[src/rtl/axil_master_arbiter.sv]
// Round-robin arbiter that shares one AXI4-Lite slave port between NUM_MASTERS masters,
// one transaction at a time, with a response timeout that answers SLVERR on a hung slave.
module axil_master_arbiter #(
    parameter int          NUM_MASTERS    = 4,
    parameter int          TIMEOUT_CYCLES = 1024,
    parameter logic [31:0] ERR_RDATA      = 32'hDEADBEEF,
    localparam int         IDX_W          = (NUM_MASTERS > 1) ? $clog2(NUM_MASTERS) : 1
) (
    input  logic                      axi_aclk,
    input  logic                      axi_aresetn,
    // upstream masters
    input  logic [NUM_MASTERS*32-1:0] s_axi_awaddr,
    input  logic [NUM_MASTERS*3-1:0]  s_axi_awprot,
    input  logic [NUM_MASTERS-1:0]    s_axi_awvalid,
    output logic [NUM_MASTERS-1:0]    s_axi_awready,
    input  logic [NUM_MASTERS*32-1:0] s_axi_wdata,
    input  logic [NUM_MASTERS*4-1:0]  s_axi_wstrb,
    input  logic [NUM_MASTERS-1:0]    s_axi_wvalid,
    output logic [NUM_MASTERS-1:0]    s_axi_wready,
    output logic [NUM_MASTERS*2-1:0]  s_axi_bresp,
    output logic [NUM_MASTERS-1:0]    s_axi_bvalid,
    input  logic [NUM_MASTERS-1:0]    s_axi_bready,
    input  logic [NUM_MASTERS*32-1:0] s_axi_araddr,
    input  logic [NUM_MASTERS*3-1:0]  s_axi_arprot,
    input  logic [NUM_MASTERS-1:0]    s_axi_arvalid,
    output logic [NUM_MASTERS-1:0]    s_axi_arready,
    output logic [NUM_MASTERS*32-1:0] s_axi_rdata,
    output logic [NUM_MASTERS*2-1:0]  s_axi_rresp,
    output logic [NUM_MASTERS-1:0]    s_axi_rvalid,
    input  logic [NUM_MASTERS-1:0]    s_axi_rready,
    // downstream slave
    output logic [31:0]               m_axi_awaddr,
    output logic [2:0]                m_axi_awprot,
    output logic                      m_axi_awvalid,
    input  logic                      m_axi_awready,
    output logic [31:0]               m_axi_wdata,
    output logic [3:0]                m_axi_wstrb,
    output logic                      m_axi_wvalid,
    input  logic                      m_axi_wready,
    input  logic [1:0]                m_axi_bresp,
    input  logic                      m_axi_bvalid,
    output logic                      m_axi_bready,
    output logic [31:0]               m_axi_araddr,
    output logic [2:0]                m_axi_arprot,
    output logic                      m_axi_arvalid,
    input  logic                      m_axi_arready,
    input  logic [31:0]               m_axi_rdata,
    input  logic [1:0]                m_axi_rresp,
    input  logic                      m_axi_rvalid,
    output logic                      m_axi_rready,
    // status
    output logic                      busy,
    output logic [IDX_W-1:0]          grant_idx,
    output logic [15:0]               timeout_count
);

    localparam int CNT_W = $clog2(TIMEOUT_CYCLES);

    typedef enum logic [2:0] {
        S_IDLE, S_WR, S_WR_RESP, S_RD, S_RD_RESP, S_ERR_B, S_ERR_R
    } state_t;

    state_t           r_state;
    logic [IDX_W-1:0] r_grant;
    logic [IDX_W-1:0] r_last;
    logic [CNT_W-1:0] r_cnt;
    logic             r_aw_done;
    logic             r_w_done;
    logic             r_ar_done;
    logic             r_err_first;
    logic             r_busy;
    logic [15:0]      r_timeout_count;

    logic [NUM_MASTERS-1:0] w_req_w;
    logic [NUM_MASTERS-1:0] w_req_r;
    logic [NUM_MASTERS-1:0] w_req;
    logic [IDX_W-1:0]       w_winner;
    logic                   w_active;
    logic                   w_to;
    logic                   w_aw_hs;
    logic                   w_w_hs;
    logic                   w_b_hs;
    logic                   w_ar_hs;
    logic                   w_r_hs;
    logic                   w_s_awready;
    logic                   w_s_wready;
    logic                   w_s_bvalid;
    logic [1:0]             w_s_bresp;
    logic                   w_s_arready;
    logic                   w_s_rvalid;
    logic [1:0]             w_s_rresp;
    logic [31:0]            w_s_rdata;

    genvar gi;
    generate
        for (gi = 0; gi < NUM_MASTERS; gi++) begin : g_req
            assign w_req_w[gi] = s_axi_awvalid[gi] & s_axi_wvalid[gi];
            assign w_req_r[gi] = s_axi_arvalid[gi];
            assign w_req[gi]   = w_req_w[gi] | w_req_r[gi];
        end
    endgenerate

    // Scan from the farthest candidate down so the nearest one after r_last wins.
    always_comb begin
        int unsigned idx;
        w_winner = r_last;
        idx      = 0;
        for (int k = NUM_MASTERS; k >= 1; k--) begin
            idx = int'(r_last) + k;
            if (idx >= NUM_MASTERS) idx = idx - NUM_MASTERS;
            if (w_req[idx]) w_winner = IDX_W'(idx);
        end
    end

    assign w_active = (r_state == S_WR) || (r_state == S_WR_RESP) ||
                      (r_state == S_RD) || (r_state == S_RD_RESP);
    assign w_to     = w_active && (r_cnt == CNT_W'(TIMEOUT_CYCLES - 1));

    // Downstream payloads follow the granted master; only valids/readies are gated.
    assign m_axi_awaddr  = s_axi_awaddr[int'(r_grant)*32 +: 32];
    assign m_axi_awprot  = s_axi_awprot[int'(r_grant)*3 +: 3];
    assign m_axi_wdata   = s_axi_wdata[int'(r_grant)*32 +: 32];
    assign m_axi_wstrb   = s_axi_wstrb[int'(r_grant)*4 +: 4];
    assign m_axi_araddr  = s_axi_araddr[int'(r_grant)*32 +: 32];
    assign m_axi_arprot  = s_axi_arprot[int'(r_grant)*3 +: 3];

    assign m_axi_awvalid = (r_state == S_WR) && s_axi_awvalid[r_grant] && !r_aw_done && !w_to;
    assign m_axi_wvalid  = (r_state == S_WR) && s_axi_wvalid[r_grant] && !r_w_done && !w_to;
    assign m_axi_arvalid = (r_state == S_RD) && s_axi_arvalid[r_grant] && !w_to;
    assign m_axi_bready  = (r_state == S_IDLE) ||
                           ((r_state == S_WR_RESP) && !w_to && s_axi_bready[r_grant]);
    assign m_axi_rready  = (r_state == S_IDLE) ||
                           ((r_state == S_RD_RESP) && !w_to && s_axi_rready[r_grant]);

    assign w_aw_hs = m_axi_awvalid && m_axi_awready;
    assign w_w_hs  = m_axi_wvalid && m_axi_wready;
    assign w_ar_hs = m_axi_arvalid && m_axi_arready;
    assign w_b_hs  = (r_state == S_WR_RESP) && m_axi_bvalid && m_axi_bready;
    assign w_r_hs  = (r_state == S_RD_RESP) && m_axi_rvalid && m_axi_rready;

    // Upstream view of the granted master; the first error cycle swallows any pending request.
    assign w_s_awready = ((r_state == S_WR) && m_axi_awready && !r_aw_done && !w_to) ||
                         ((r_state == S_ERR_B) && r_err_first && !r_aw_done);
    assign w_s_wready  = ((r_state == S_WR) && m_axi_wready && !r_w_done && !w_to) ||
                         ((r_state == S_ERR_B) && r_err_first && !r_w_done);
    assign w_s_bvalid  = ((r_state == S_WR_RESP) && m_axi_bvalid && !w_to) || (r_state == S_ERR_B);
    assign w_s_bresp   = (r_state == S_ERR_B)   ? 2'b10 :
                         (r_state == S_WR_RESP) ? m_axi_bresp : 2'b00;
    assign w_s_arready = ((r_state == S_RD) && m_axi_arready && !w_to) ||
                         ((r_state == S_ERR_R) && r_err_first && !r_ar_done);
    assign w_s_rvalid  = ((r_state == S_RD_RESP) && m_axi_rvalid && !w_to) || (r_state == S_ERR_R);
    assign w_s_rresp   = (r_state == S_ERR_R)   ? 2'b10 :
                         (r_state == S_RD_RESP) ? m_axi_rresp : 2'b00;
    assign w_s_rdata   = (r_state == S_ERR_R)   ? ERR_RDATA :
                         (r_state == S_RD_RESP) ? m_axi_rdata : 32'h0;

    generate
        for (gi = 0; gi < NUM_MASTERS; gi++) begin : g_up
            logic w_sel;
            assign w_sel = (r_grant == IDX_W'(gi));
            assign s_axi_awready[gi]        = w_sel && w_s_awready;
            assign s_axi_wready[gi]         = w_sel && w_s_wready;
            assign s_axi_bvalid[gi]         = w_sel && w_s_bvalid;
            assign s_axi_bresp[gi*2 +: 2]   = w_sel ? w_s_bresp : 2'b00;
            assign s_axi_arready[gi]        = w_sel && w_s_arready;
            assign s_axi_rvalid[gi]         = w_sel && w_s_rvalid;
            assign s_axi_rresp[gi*2 +: 2]   = w_sel ? w_s_rresp : 2'b00;
            assign s_axi_rdata[gi*32 +: 32] = w_sel ? w_s_rdata : 32'h0;
        end
    endgenerate

    always_ff @(posedge axi_aclk or negedge axi_aresetn) begin
        if (!axi_aresetn) begin
            r_state         <= S_IDLE;
            r_grant         <= '0;
            r_last          <= IDX_W'(NUM_MASTERS - 1);
            r_cnt           <= '0;
            r_aw_done       <= 1'b0;
            r_w_done        <= 1'b0;
            r_ar_done       <= 1'b0;
            r_err_first     <= 1'b0;
            r_busy          <= 1'b0;
            r_timeout_count <= '0;
        end else if (w_to) begin
            r_state     <= ((r_state == S_WR) || (r_state == S_WR_RESP)) ? S_ERR_B : S_ERR_R;
            r_err_first <= 1'b1;
            if (r_timeout_count != 16'hFFFF) r_timeout_count <= r_timeout_count + 16'd1;
        end else begin
            case (r_state)
                S_IDLE: begin
                    if (|w_req) begin
                        r_grant     <= w_winner;
                        r_last      <= w_winner;
                        r_cnt       <= '0;
                        r_aw_done   <= 1'b0;
                        r_w_done    <= 1'b0;
                        r_ar_done   <= 1'b0;
                        r_err_first <= 1'b0;
                        r_busy      <= 1'b1;
                        r_state     <= w_req_w[w_winner] ? S_WR : S_RD;
                    end
                end
                S_WR: begin
                    r_cnt <= r_cnt + 1'b1;
                    if (w_aw_hs) r_aw_done <= 1'b1;
                    if (w_w_hs)  r_w_done  <= 1'b1;
                    if ((r_aw_done || w_aw_hs) && (r_w_done || w_w_hs)) r_state <= S_WR_RESP;
                end
                S_WR_RESP: begin
                    r_cnt <= r_cnt + 1'b1;
                    if (w_b_hs) begin
                        r_state <= S_IDLE;
                        r_busy  <= 1'b0;
                    end
                end
                S_RD: begin
                    r_cnt <= r_cnt + 1'b1;
                    if (w_ar_hs) begin
                        r_ar_done <= 1'b1;
                        r_state   <= S_RD_RESP;
                    end
                end
                S_RD_RESP: begin
                    r_cnt <= r_cnt + 1'b1;
                    if (w_r_hs) begin
                        r_state <= S_IDLE;
                        r_busy  <= 1'b0;
                    end
                end
                S_ERR_B: begin
                    r_err_first <= 1'b0;
                    if (s_axi_bready[r_grant]) begin
                        r_state <= S_IDLE;
                        r_busy  <= 1'b0;
                    end
                end
                S_ERR_R: begin
                    r_err_first <= 1'b0;
                    if (s_axi_rready[r_grant]) begin
                        r_state <= S_IDLE;
                        r_busy  <= 1'b0;
                    end
                end
                default: begin
                    r_state <= S_IDLE;
                    r_busy  <= 1'b0;
                end
            endcase
        end
    end

    assign busy          = r_busy;
    assign grant_idx     = r_grant;
    assign timeout_count = r_timeout_count;

endmodule
[config.mk]
export PLATFORM = sky130hd
export DESIGN_NAME = axil_master_arbiter
export DESIGN_NICKNAME = d
export VERILOG_FILES = /design/src/rtl/axil_master_arbiter.sv
export SDC_FILE = /design/constraint.sdc
export NUM_CORES = 1
export LEC_CHECK = 0
export BUFFER_PORTS_ARGS = -buffer_cell sky130_fd_sc_hd__buf_2
export CORE_AREA = 8 8 300 302
export DETAILED_ROUTE_END_ITERATION = 7
export DIE_AREA = 0 0 308 310
export PLACE_DENSITY = 0.32
export SYNTH_ARGS = -nofsm -noshare
export SYNTH_HDL_FRONTEND = slang
export SYNTH_SLANG_ARGS = --single-unit
[constraint.sdc]
create_clock -name axi_aclk -period 4.5 [get_ports axi_aclk]
set_clock_uncertainty 0.15 [all_clocks]
set_input_delay 0.225 -clock axi_aclk [delete_from_list [all_inputs] [get_ports axi_aclk]]
set_output_delay 0.225 -clock axi_aclk [all_outputs]
set_load 0.01 [all_outputs]
==> Word level (Yosys, flattened, before mapping) <==
Index checks and enable logic that the tools add are counted.
{ "op_classes": {"shifts": 6, "addsub": 10, "n_mul": 1, "n_mux": 74, "n_reduce_logical": 91, "n_eq_ne": 26, "n_lt_le_gt_ge": 10, "n_bitwise": 10} }
{ "op_table": {"columns": ["operator", "count"], "rows": [
  ["$shiftx 128x8->32", 3],
  ["$mux 32", 10],
  ["$lt 32x3->1 const B", 4],
  ["$logic_and 1x1->1", 56],
  ["$mux 2", 18],
  ["$shiftx 12x32->3", 1],
  ["$mux 3", 8],
  ["$pmux 3 s7", 1],
  ["$bmux 1 s2", 10],
  ["$mux 1", 20],
  ["$pmux 10 s2", 1],
  ["$add 16x1->16 const B", 1],
  ["$ne 16x16->1 const B", 1],
  ["$shiftx 16x5->4", 1],
  ["$reduce_and 7->1", 2],
  ["$logic_or 1x1->1", 12],
  ["$ne 2x2->1 const B", 6],
  ["$ne 3x3->1 const B", 4],
  ["$reduce_and 4->1", 3],
  ["$shiftx 12x5->3", 1],
  ["$sub 3x3->4 const B", 3],
  ["$add 10x1->10 const B", 1],
  ["$eq 10x10->1 const B", 1],
  ["$mux 10", 1],
  ["other kinds (29)", 59]
]} }
{ "totals": {"word_cells": 238, "out_inout_bits": 294, "input_bits": 487, "ff_bits": 38} }

==> Depth between registers and ports, before layout <==
{ "logic_depth": {"ltp_word": 15, "mapped_depth": 10, "mapped_depth_nobuf": 8} }

==> Worst setup path after synthesis <==
Ideal clock, no wire load.
{ "synth_timing": {"path_kind": "register -> register", "start": "register r_grant[1], in the netlist grant_idx[1]", "end": "register r_state[0]", "arrival_ns": 2.201, "stages_incl_launch_ff": 9, "setup_ns": 0.126, "period_less_slack_ns": 2.477, "required_time_ns": 4.224, "path_buffers": 2, "slack_ns": 2.023, "path_cell_list": "dfrtp_1 -> buf_2 -> mux4_2 -> a2111oi_4 -> a2111oi_4 -> and4b_1 -> buf_2 -> a31oi_1 -> nand3_1"} }
{ "synth_between": {"elab_chain_cells": 10, "elab_cells_between_ends": 37, "classes_between": "6 x eq/ne; 10 x mux; 21 x reduce/logical"} }
{ "synth_rtl": {"columns": ["item", "line_no", "rtl"], "rows": [
  ["start: declaration", "64", "logic [IDX_W-1:0] r_grant;"],
  ["start signal: assignment", "192", "r_grant <= w_winner;"],
  ["$bmux 1 s2, on equally long branches", "127, 128", null],
  ["$mux 1, on equally long branches", "127, 128", null],
  ["$logic_and 1x1->1, on equally long branches (3 in series)", "127, 128", null],
  ["$logic_and 1x1->1, on equally long branches", "135, 136", null],
  ["$logic_or 1x1->1", "207", "if ((r_aw_done || w_aw_hs) && (r_w_done || w_w_hs)) r_state <= S_WR_RESP;"],
  ["$logic_and 1x1->1", "207", null],
  ["$ne 3x2->1 (no source line)", null, null],
  ["$reduce_and 7->1 (no source line) *", null, null],
  ["end signal: assignment", "185", "r_state <= ((r_state == S_WR) || (r_state == S_WR_RESP)) ? S_ERR_B : S_ERR_R;"],
  ["end signal: assignment", "200", "r_state <= w_req_w[w_winner] ? S_WR : S_RD;"],
  ["end: declaration", "63", "state_t r_state;"]
]} }
Mark *: on every way between the ends. The rest lies on a longest branch, timed or not. The select of a mux whose other input is x is not followed.
A chain may end at the register's enable or synchronous reset.

==> Worst setup path in the final report <==
{ "layout_timing": {"start": "register r_state[2]", "end": "output port s_axi_rvalid[3]"} }
{ "layout_between": {"elab_chain_cells": 9, "elab_cells_between_ends": 14, "classes_between": "5 x eq/ne; 9 x reduce/logical"} }
{ "layout_rtl": {"columns": ["item", "line_no", "rtl"], "rows": [
  ["$eq 3x1->1 or $eq 3x2->1 (tied branches)", "115", "assign w_active = (r_state == S_WR) || (r_state == S_WR_RESP) ||"],
  ["$logic_or 1x1->1 (2 in series)", "115", null],
  ["$logic_or 1x1->1", "116", "(r_state == S_RD) || (r_state == S_RD_RESP);"],
  ["$logic_and 1x1->1", "117", "assign w_to = w_active && (r_cnt == CNT_W'(TIMEOUT_CYCLES - 1));"],
  ["$logic_not 1->1", "151", "assign w_s_rvalid = ((r_state == S_RD_RESP) && m_axi_rvalid && !w_to) || (r_state == S_ERR_R);"],
  ["$logic_and 1x1->1", "151", null],
  ["$logic_or 1x1->1 *", "151", null],
  ["$logic_and 1x1->1 *", "166", "assign s_axi_rvalid[gi] = w_sel && w_s_rvalid;"],
  ["end: declaration", "29", "output logic [NUM_MASTERS-1:0] s_axi_rvalid,"]
]} }
Mark *: on every way between the ends. The rest lies on a longest branch, timed or not.

==> metrics <==
drt pass-1 iters=7; R2R Path End=grant_idx[0]; drt drc=0; Synth area leaders=mux4_2, dfrtp_1, nor2_1; crit path capture=s_axi_rvalid[3]; Unique masters post-synth=63; Reg-to-Reg Start=grant_idx[0]; initial antenna violation count=59; Placed Cells=2,512; pre-CTS worst setup slack=1.08 ns; FFs w/ async S/R, synth=100%; crit path DAT=3.06 ns; Net Sw Frac=54.6%; CTS Buf Count=5; Worst Path Max Fanout=49; Initial Util=6.99%; maximum VDD drop=0.194 mV; WP data required=between 4 and 5 ns; crit path capture type=output port; CTS max path bufs=2; pin count of the biggest net entering global routing=65; drt via density=~3.6; Placer Congestion=between 0.9 and 1; CTS tree=yes; sequential element share of the synthesized area=15.9%; row count=about 110; unrepaired setup endpoints after global routing=no; Period minus WS final=3.44 ns; Placed Area=11,200 um2; total power per unit cell area=between 400 and 500 nW/um2; HPWL Detailed=59,100 um; vias in the first global route=9,511; hold violation count in the final report=0; CTS sink count=38; most common cell after layout, fill and taps aside=buf_2; Die Y=a little over 300 um; Layout area overhead=89.8%; Fin Hold WS=0.220 ns; Ys Warns=0; Syn Area/Cell=~9.6 um2; r2r worst-path depth=6; total track usage=12.6%; Max Cap Viol=0; crit share post-route=between 70% and 80%; Post-synth EDFFs=0; syn nets=1,113; Pint=2530 uW; Worst-Margin Slew=roughly 1.2 ns; first-pass GRT wire length=83,700 um; total number of vias=9,005; io pins=about 800; setup_tns=0 ns; Horiz. Die Dim=between 300 and 400 um; run status=finished, final reports clean; total grt overflow=0; Startpoint Class=flop; H-Tree Depth=2; Clock Latency Late Sink=0.29 ns; layout cell share with drive strength beyond 1=between 60% and 70%; CTS clk-pin slew, worst paths=0.06 ns; full die area=about 95,000 um2; post-DR wirelength/cell=25.9 um; ys flop type=dfrtp_1; DRT iter0 DRCs=637; Hold Crit Class=input port to flop; clock tree root buffer cell=clkbuf_16; Gate power share=80.8%; r2r setup slk=between 1 and 1.5 ns; Seq pwr share=12.6%; fin cells=roughly 2,500; Switching Power=3050 uW; static leakage=0.00562 uW; synthesis-stage register bit count=38; Slew Limit Fails=0; Port-buffer cells=780; mapped cell area=between 5000 and 6000 um2; Relative slew margins=22.8%; Yosys top cell area share=41.7%; fin area=11,400 um2; area leader, netlist=mux4_2; Synth Instances=624; layout net count=1,854; FMAX=about 0.29 GHz; Resized cells post-CTS=0; WL final=approximately 66,000 um; CP Class=flop to output port; clock share of power=6.6%; most frequent cells in the layout=buf_2, nor2_1, mux4_2; Setup Viol. Count Final=0; Routed Antenna Nets=0; area of the core=about 86,000 um2; CP Launch Point=r_state[2]; setup ws final=1.06 ns
## critical path, stage by stage (launching register included)
cell and delay [ns]:
dfrtp_1 0.74, nand2b_1 0.30, nor2_4 0.90, a31oi_1 0.48, nor2_1 0.19, buf_2 0.16
## cell families (layout without fill, tap and decap cells)
logic type / Yosys count / after routing / share of synthesized area (%)
compound gates: 90 / 90 / 10.2
xor+xnor: 22 / 22 / 3.22
fa+ha+maj: 4 / 4 / 0.752
buf+inv: 67 / 809 / 4.91
flops: 38 / 38 / 15.9
mux: 113 / 113 / 42.1
other cells: 0 / 11 / 0
simple gates: 290 / 290 / 23.0
## final cells by class
class,count,area [um2]
well taps,1155,1450
inverters,9,33.8
repair buffers,792,4000
clock buffers,6,139
fillers,10000,74300
diodes,11,27.5
clock inverters,2,12.5
multi-input cells,519,4760
flip-flops and latches,38,961
## how the worst min path moves through the flow
stage | start | to | slack, ns | depth (start not counted)
final | m_axi_arready | r_ar_done | 0.22 | 5
after floorplan | axi_aresetn | busy | -0.22 | 0
after global routing | m_axi_arready | r_ar_done | 0.26 | 5
after CTS | m_axi_arready | r_ar_done | 0.21 | 5
after detailed placement | axi_aresetn | timeout_count[6] | 0.29 | 1
after global placement | axi_aresetn | timeout_count[6] | 0.27 | 1
## synthesized netlist by cell type (all sizes together), types with 6 or more instances
master and n:
clkbuf 33, o21ai 12, buf 25, and3 39, nand2 41, inv 9, xor2 6, nor2 151
and2 7, nor3 10, nand4 6, xnor2 16, a21oi 45, dfrtp 36, mux4 111, nand3 15
## through the flow
step	power, uW	utilization [%]
6_report	5580	13.3
5_1_grt	6000	13.3
3_5_place_dp	5320	13.1
2_1_floorplan	3260	-
4_1_cts	5700	13.2
3_3_place_gp	5320	13.1
## power by group through the flow
stage          Sequential [uW]  Clock, uW  Combinational, uW
6_report                   701        368               4510
5_1_grt                    744        395               4860
4_1_cts                    725        382               4600
3_5_place_dp               728          0               4590
3_3_place_gp               729          0               4600
2_1_floorplan              484          0               2770
## what timing repair did
action,4_1_cts,5_1_grt
endpoints found under the hold margin,36,0
hold buffers,1,0
buffers inserted,0,0
## sequential cells by signal, indices dropped and copies added, names as in the netlist
signal and cells:
timeout_count 16, r_cnt 10, r_state 3, grant_idx 2, r_last 2, busy 1
r_ar_done 1, r_aw_done 1, r_err_first 1, r_w_done 1
## per-layer routing
| layer | vias to the layer above | GRT usage, % | part of all wire [%] |
|---|---|---|---|
| met4 | 4 | 2.73 | 2.7 |
| met5 | - | 0 | 0.032 |
| met2 | 645 | 23.1 | 51 |
| met3 | 100 | 3.88 | 9.6 |
| li1 | 3867 | - | - |
| met1 | 4389 | 14.3 | 37 |
No activity file was read; power rests on OpenSTA's default activity.
